--- src/rtl/imm_gen_pipe.sv ---
// imm_gen_pipe: registered, back-pressurable RV32I/RV64I immediate generator.
//
// The immediate is decoded combinationally from the incoming instruction.
// It is then captured into a two-entry skid buffer: main drives out_*, and skid
// holds the overflow entry. This gives full throughput under stalls, and in_ready
// depends on registered state only.
//
// Build option: define IMM_ZIMM_EN to enable the CSR zimm format (src 110).
// When the macro is undefined, src 110 is reserved and flagged illegal.
//
// Parameters: XLEN (32 or 64) datapath width, TAG_W sideband tag width.
// Ports:
//   clk, rst_n                 clock, async active-low reset
//   flush                      sync; drop buffered entries and the current input
//   in_valid/in_ready          input handshake (in_ready = !FULL)
//   in_instr, in_imm_src       instruction word and format select
//   in_tag                     sideband carried with the entry
//   out_valid/out_ready        output handshake
//   out_imm, out_tag           extended immediate and its tag
//   out_illegal                reserved/disabled format selected
module imm_gen_pipe #(
    parameter int unsigned XLEN  = 32,
    parameter int unsigned TAG_W = 5
) (
    input  logic             clk,
    input  logic             rst_n,
    input  logic             flush,
    input  logic             in_valid,
    output logic             in_ready,
    input  logic [31:0]      in_instr,
    input  logic [2:0]       in_imm_src,
    input  logic [TAG_W-1:0] in_tag,
    output logic             out_valid,
    input  logic             out_ready,
    output logic [XLEN-1:0]  out_imm,
    output logic [TAG_W-1:0] out_tag,
    output logic             out_illegal
);

    typedef enum logic [1:0] {StEmpty, StOne, StFull} state_e;

    state_e state_q, state_d;

    logic [XLEN-1:0]  imm_new;
    logic             ill_new;

    logic [XLEN-1:0]  main_imm_q, skid_imm_q;
    logic [TAG_W-1:0] main_tag_q, skid_tag_q;
    logic             main_ill_q, skid_ill_q;

    logic accept, drain;
    logic load_main, load_skid, move_skid;

    // Opcode bits never contribute to an immediate.
    logic unused_opcode;
    assign unused_opcode = ^in_instr[6:0];

    function automatic logic [XLEN-1:0] sext32(input logic [31:0] v);
        return XLEN'({{32{v[31]}}, v});
    endfunction

    function automatic logic [XLEN-1:0] zext32(input logic [31:0] v);
        return XLEN'({32'b0, v});
    endfunction

    // Immediate decode
    always_comb begin
        imm_new = '0;
        ill_new = 1'b0;
        case (in_imm_src)
            3'b000: imm_new = sext32({{20{in_instr[31]}}, in_instr[31:20]});
            3'b001: imm_new = sext32({{20{in_instr[31]}}, in_instr[31:25], in_instr[11:7]});
            3'b010: imm_new = sext32({{19{in_instr[31]}}, in_instr[31], in_instr[7],
                                      in_instr[30:25], in_instr[11:8], 1'b0});
            // RV64 LUI/AUIPC sign-extend bit 31 into the upper word.
            3'b011: imm_new = sext32({in_instr[31:12], 12'b0});
            3'b100: imm_new = sext32({{11{in_instr[31]}}, in_instr[31], in_instr[19:12],
                                      in_instr[20], in_instr[30:21], 1'b0});
            3'b101: begin
                if (XLEN == 64) imm_new = zext32({26'b0, in_instr[25:20]});
                else            imm_new = zext32({27'b0, in_instr[24:20]});
            end
`ifdef IMM_ZIMM_EN
            3'b110: imm_new = zext32({27'b0, in_instr[19:15]});
`endif
            default: ill_new = 1'b1;
        endcase
    end

    assign accept = in_valid & in_ready;
    assign drain  = out_valid & out_ready;

    // State register
    always_ff @(posedge clk or negedge rst_n) begin
        if (!rst_n) state_q <= StEmpty;
        else        state_q <= state_d;
    end

    // Next state and datapath load controls; flush overrides everything.
    always_comb begin
        state_d   = state_q;
        load_main = 1'b0;
        load_skid = 1'b0;
        move_skid = 1'b0;
        if (flush) begin
            state_d = StEmpty;
        end else begin
            unique case (state_q)
                StEmpty: begin
                    if (accept) begin
                        state_d   = StOne;
                        load_main = 1'b1;
                    end
                end
                StOne: begin
                    if (accept && drain) begin
                        load_main = 1'b1;
                    end else if (accept) begin
                        state_d   = StFull;
                        load_skid = 1'b1;
                    end else if (drain) begin
                        state_d = StEmpty;
                    end
                end
                StFull: begin
                    if (drain) begin
                        state_d   = StOne;
                        move_skid = 1'b1;
                    end
                end
                default: state_d = StEmpty;
            endcase
        end
    end

    // Outputs decoded from registered state only
    always_comb begin
        out_valid = (state_q != StEmpty);
        in_ready  = (state_q != StFull);
    end

    // Entry storage; stored entries are moved, never recomputed.
    always_ff @(posedge clk or negedge rst_n) begin
        if (!rst_n) begin
            main_imm_q <= '0;
            main_tag_q <= '0;
            main_ill_q <= 1'b0;
            skid_imm_q <= '0;
            skid_tag_q <= '0;
            skid_ill_q <= 1'b0;
        end else begin
            if (load_main) begin
                main_imm_q <= imm_new;
                main_tag_q <= in_tag;
                main_ill_q <= ill_new;
            end else if (move_skid) begin
                main_imm_q <= skid_imm_q;
                main_tag_q <= skid_tag_q;
                main_ill_q <= skid_ill_q;
            end
            if (load_skid) begin
                skid_imm_q <= imm_new;
                skid_tag_q <= in_tag;
                skid_ill_q <= ill_new;
            end
        end
    end

    assign out_imm     = main_imm_q;
    assign out_tag     = main_tag_q;
    assign out_illegal = main_ill_q;

endmodule

--- config.mk ---
export PLATFORM = sky130hd
export DESIGN_NAME = imm_gen_pipe
export DESIGN_NICKNAME = d
export VERILOG_FILES = /design/src/rtl/imm_gen_pipe.sv
export SDC_FILE = /design/constraint.sdc
export NUM_CORES = 1
export LEC_CHECK = 0
export CAP_MARGIN = 30
export CORE_MARGIN = 3
export CORE_UTILIZATION = 30
export DETAILED_ROUTE_END_ITERATION = 10
export PLACE_DENSITY = 0.64
export SETUP_SLACK_MARGIN = 0.05
export SLEW_MARGIN = 20
export SYNTH_ARGS = -nofsm -noshare
export SYNTH_HDL_FRONTEND = slang
export SYNTH_SLANG_ARGS = --single-unit
--- constraint.sdc ---
create_clock -name clk -period 1.4 [get_ports clk]
set_input_delay 0.28 -clock clk [delete_from_list [all_inputs] [get_ports clk]]
set_output_delay 0.28 -clock clk [all_outputs]
set_load 0.02 [all_outputs]
## After elaboration in Yosys (flattened, before gate mapping)

Index checks and enable logic that the tools add are counted.

| cells by class | value |
|---|---|
| multiplexer cells | 25 |
| reductions and logical operators | 7 |
| eq/ne operators | 12 |
| bitwise gates (word level) | 2 |

Operator list:

| kind | count |
|---|---|
| $pmux W32 S6 | 1 |
| $mux W32 | 2 |
| $mux W1 | 12 |
| $mux W2 | 6 |
| $mux W5 | 2 |
| $ne A3 B3 Y1 const B | 3 |
| $eq A3 B2 Y1 const B | 2 |
| $eq A3 B3 Y1 const B | 2 |
| $pmux W2 S3 | 1 |
| $reduce_or A6 Y1 | 1 |
| $ne A4 B4 Y1 const B | 1 |
| $reduce_and A4 Y1 | 1 |
| $reduce_bool A2 Y1 | 2 |
| $eq A3 B1 Y1 const B | 1 |
| $logic_not A3 Y1 | 1 |
| $and A1 B1 Y1 | 2 |
| $eq A2 B1 Y1 const B | 1 |
| $eq A2 B2 Y1 const B | 1 |
| $logic_not A2 Y1 | 1 |
| $ne A2 B2 Y1 const B | 1 |
| $pmux W1 S2 | 1 |
| $logic_and A1 B1 Y1 | 1 |

| word-level totals | value |
|---|---|
| register bits | 78 |
| output and inout bits | 40 |

## Logic depth before layout (Yosys ltp)

| depth | value |
|---|---|
| depth after elaboration | 7 |
| depth in mapped cells | 6 |

## Worst setup path after synthesis

OpenSTA, ideal clock, no wires.

| path | value |
|---|---|
| kind | register to register |
| start point | register state_q[1] |
| end point | register main_imm_q[10] (netlist: out_imm[10]) |
| data required time | 1.274 ns |
| data arrival time | 1.327 ns |
| cell stages (with the launch flop) | 5 |
| library setup time | 0.126 ns |
| slack | -0.053 ns |
| path buffers | 1 |
| period minus slack after synthesis | 1.453 ns |
| cells stage by stage | dfrtp_1 -> nor3b_4 -> a21oi_2 -> buf_6 -> a221o_1 |

| between the ends | value |
|---|---|
| cells in the longest elaborated chain, start to end | 7 |
| elaborated cells between the ends (all ways) | 17 |
| classes of those cells | eq/ne (3); mux (8); bitwise (2); reduce/logical (4) |

Ends and longest elaborated chain:

| item | RTL line | RTL |
|---|---|---|
| from (decl) | 42 | `state_e state_q, state_d;` |
| from (signal assigned) | 95 | `if (!rst_n) state_q <= StEmpty;` |
| from (signal assigned) | 96 | `else state_q <= state_d;` |
| $ne A2 B2 Y1 / $reduce_bool A2 Y1 (equally long branches) | 139, 138 |  |
| $and A1 B1 Y1 (on tied branches) | 90, 91 |  |
| $logic_and A1 B1 Y1 | 116 | `if (accept && drain) begin` |
| $mux W1 | 116 |  |
| $pmux W1 S2 | 108 | `unique case (state_q)` |
| $mux W1 | 105 | `if (flush) begin` |
| $mux W32 / $reduce_bool A2 Y1 (equally long branches) | -- |  |
| to (signal assigned) | 153 | `main_imm_q <= imm_new;` |
| to (signal assigned) | 157 | `main_imm_q <= skid_imm_q;` |
| to (decl) | 47 | `logic [XLEN-1:0] main_imm_q, skid_imm_q;` |

Several ways; a longest one is shown, not always the timed one.
A chain may end at the register's enable or synchronous reset.

## Final worst setup path

| path | value |
|---|---|
| start point | register state_q[1] |
| end point | register main_imm_q[6] (netlist: out_imm[6]) |

The elaborated chain is that of the path after synthesis.

==> results.txt <==
Power comes to 7.32 mW. The HPWL after detailed placement is 6390 um. The flow ran to the end, but the final reports show violations.

The tools report the total net switching power as 2.12 mW. Setup repair after global routing could not meet its margin everywhere. The die outline height is 114 um, and the power per cell area is 1270 nW/um^2. The library cell used most frequently in the layout, excluding fill and tap cells, is sky130_fd_sc_hd__dfrtp_1. The via count of the first global-routing pass came out at 3273. At the placement stage, the worst setup path has a slack of -0.631 ns. The run gives 0.778 as the routability-driven placement congestion ratio. The worst-case IR drop observed on VDD is 0.624 mV. For this run, design rule violations remaining after detail routing come to 0. Ranked by total cell area, the synthesized netlist is headed by sky130_fd_sc_hd__dfrtp_1 (56%), sky130_fd_sc_hd__a221o_1 (5.5%), sky130_fd_sc_hd__nand2_1 (5.3%). Based on the critical path, the design can be clocked at up to 0.621 GHz. The pre-antenna-repair detailed-routing pass consisted of 5 iterations. The tightest hold path in the finished design has a slack of 0.425 ns. The tools report the cell total after placement as 559. The final critical delay including setup and external delays is 1.61 ns, and the share of the core filled with cells in the final layout is 51.8%. Row generation in the floorplan step produced 38 rows.

During synthesis, Yosys emitted a total of 0 warnings. In the final routed layout, each cell accounts on average for 18.5 um. The tools report the antenna violation net count after detailed routing as 0.

The run gives 24.2% as the fraction of power consumed by combinational cells. The sink count of the clock tree came out at 78. By startpoint and endpoint, the worst setup path is classified as reg -> reg. TritonCTS built the clock tree. The H-tree depth was 3; the total leakage power was 2.49 nW. Summed over all layers, the global routing overflow is 0.

The final-report max-slew violation count came out at 0. For the pin count of the biggest net entering global routing, the log shows 44. The tools report the final critical-path setup slack as -0.210 ns.

The first global-routing pass estimated 17500 um of wire. Summed over all layers, the routed wires come to 11000 um. After synthesis the cells add up to 3480 sq um. 85 I/O pins were placed. A synthesized cell averages 10.6 sq um.

For the relative max-transition margin, the log shows 69.1%. Counting distinct cell types in the post-synthesis netlist gives 42. After clock tree synthesis, the clock-pin slew on the worst setup and hold paths is 0.06 ns.

0 antenna diodes ended up in the layout. The final layout contains 495 nets. The total negative slack for setup checks was -10.00 ns. Setup violations remaining at the end of the flow were counted as 77. The number of non-filler instances in the completed layout was 595. The register bit total from synthesis is 78. Per report_power, the clock group accounts for 34.5% of the total. The number of nets in the synthesized netlist is 374. The cell-internal power is 5.20 mW, and the number of vias per cell after detailed routing is 5.29. Measured along the x axis, the die boundary spans 114 um. The run gives 2 as the worst-case clock buffer depth.

In the final layout, flip-flops and latches occupy 1950 sq um. The arrival time of data at the critical path endpoint is 1.82 ns. For this configuration, the core starts out at a cell density of 31.4%. The layout has 986 filler cells. The final reports fail on setup timing. The cell sitting at the root of the clock tree is a sky130_fd_sc_hd__clkbuf_16.

The run gives 17.1% as the global router's overall resource usage. The area growth from synthesis to layout is 64.9%. For the number of vias after detailed routing, the log shows 3149.

The path class of the tightest hold or removal check is in -> reg. Summing all multi-input logic gate instances after layout gives 1810 sq um. Once placement finished, the instance area stood at 4640 sq um. Of the synthesized area, sequential elements account for 56.1%. The largest total area in the synthesized netlist belongs to sky130_fd_sc_hd__dfrtp_1. In this run the tool buffered the top-level ports with 77 buffer cells. Worst path required time: 1.61 ns.

The number of CTS-inserted buffers is 9, and the sequential share of power is 41.4%. The tool flagged a number of max-cap violations equal to 0. The post-synthesis instance total is 329.

The detailed router finished its first iteration with 172 violations. The die covers 12900 sq um. The fraction of final layout cells with drive strength greater than 1 was 36.5%.

The run gives 0 as the initial antenna violation count. The worst setup path is captured at a flip-flop. In this run switching power makes up 28.9% of total power.

Between clock sinks in the finished design, the worst skew comes to 0.00536 ns. Along the worst path, the maximum fanout reaches 26. Leaving out fill and tap cells, the most frequent cells in the layout are sky130_fd_sc_hd__dfrtp_1 (77), sky130_fd_sc_hd__clkdlybuf4s50_1 (31), sky130_fd_sc_hd__buf_4 (27).

The floorplan step defined a core boundary enclosing 11100 sq um. For the worst-skew pair, the clock arrives at the later sink with an insertion delay of 0.33 ns. For the pin with the worst max-slew slack, the measured transition is 0.463 ns.

In this run the biggest area consumer among cell types represents 56.1% of the synthesized area. The final critical-path share of the clock period works out to 115%. The number of failing hold endpoints at the final stage came out at 0. The startpoint class of the critical path is a flip-flop. The finished cells cover 5740 sq um.
## logic make-up after synthesis
logic type / after synthesis / synth area share [%]
AO/OA/AOI/OAI: 125 / 24.6
AND/OR/NAND/NOR: 91 / 12.4
flip-flops: 78 / 56.1
buffers and inverters: 26 / 4.28
multiplexers: 7 / 2.08
XOR/XNOR: 1 / 0.252
adder cells (fa/ha/maj): 1 / 0.323
## cell usage after synthesis (all sizes together)
cell / instances
a211oi: 1
a21oi: 27
xnor2: 1
clkbuf: 5
nor2: 20
nand2: 51
a22oi: 18
a32oi: 1
dfrtp: 78
inv: 2
nor3b: 1
buf: 19
and4bb: 1
nand2b: 3
nor3: 2
a31oi: 11
maj3: 1
o31ai: 1
mux2i: 5
a2bb2oi: 8
o22a: 1
and3: 1
or2: 1
a221o: 19
mux2: 2
and2: 8
a22o: 6
and3b: 1
o22ai: 1
a21boi: 1
nor2b: 2
o21ai: 30
## sequential cells by signal, summed over array words and instances (netlist names)
name / count
out_imm: 32
skid_imm_q: 32
out_tag: 5
skid_tag_q: 5
state_q: 2
out_illegal: 1
skid_ill_q: 1
## what timing repair did
action / in CTS / in global routing
pin swaps: 12 / 16
cloned: 7 / 3
endpoints found under the hold margin: 43 / 0
hold buffers: 1 / 0
setup endpoints to repair: 116 / 98
resized for setup: 149 / 79
buffers inserted: 10 / 4
## power by group through the flow
stage / Sequential (mW) / Combinational, mW / Clock, mW
after floorplan: 3.16 / 0.588 / 0
after global placement: 2.98 / 1.53 / 0
after detailed placement: 2.99 / 1.57 / 0
after CTS: 2.99 / 1.62 / 2.58
after global routing: 3.08 / 1.92 / 2.68
final: 3.03 / 1.77 / 2.52
## critical path, stage by stage (launching register included)
cell                      delay (ns)
sky130_fd_sc_hd__dfrtp_2        0.43
sky130_fd_sc_hd__buf_6          0.13
sky130_fd_sc_hd__nor3b_4        0.27
sky130_fd_sc_hd__a21oi_2        0.12
sky130_fd_sc_hd__buf_12         0.18
sky130_fd_sc_hd__a221o_1        0.35
## worst paths after layout
kind | slack [ns] | start | cells past startpoint | end
max in group asynchronous | 0.51 | rst_n | 3 | skid_imm_q[3]$_DFFE_PN0P_
max | -0.21 | state_q[1]$_DFFE_PN0P_ | 5 | out_imm[6]$_DFFE_PN0P_
max reg2reg | -0.21 | state_q[1]$_DFFE_PN0P_ | 5 | out_imm[6]$_DFFE_PN0P_
min in group asynchronous | 0.46 | rst_n | 3 | out_imm[9]$_DFFE_PN0P_
min reg2reg | 0.47 | skid_tag_q[3]$_DFFE_PN0P_ | 2 | skid_tag_q[3]$_DFFE_PN0P_
min | 0.42 | out_ready | 2 | state_q[1]$_DFFE_PN0P_
## final cells by class
class	count	share of cell area, %
clock buffer	11	4.23
clock inverter	5	1.44
inverter	2	0.131
multi-input combinational	226	31.6
sequential	78	34.0
tap	140	3.05
timing repair buffer	133	25.6
## routing by layer
metal	vias to the layer above	wire length [um]	track usage (%)
met1	1583	5240	25.0
met4	0	129	4.25
met2	93	5050	26.1
li1	1461	-	-
met3	12	581	3.61
met5	-	0	0
(Power assumes the default switching activity.)
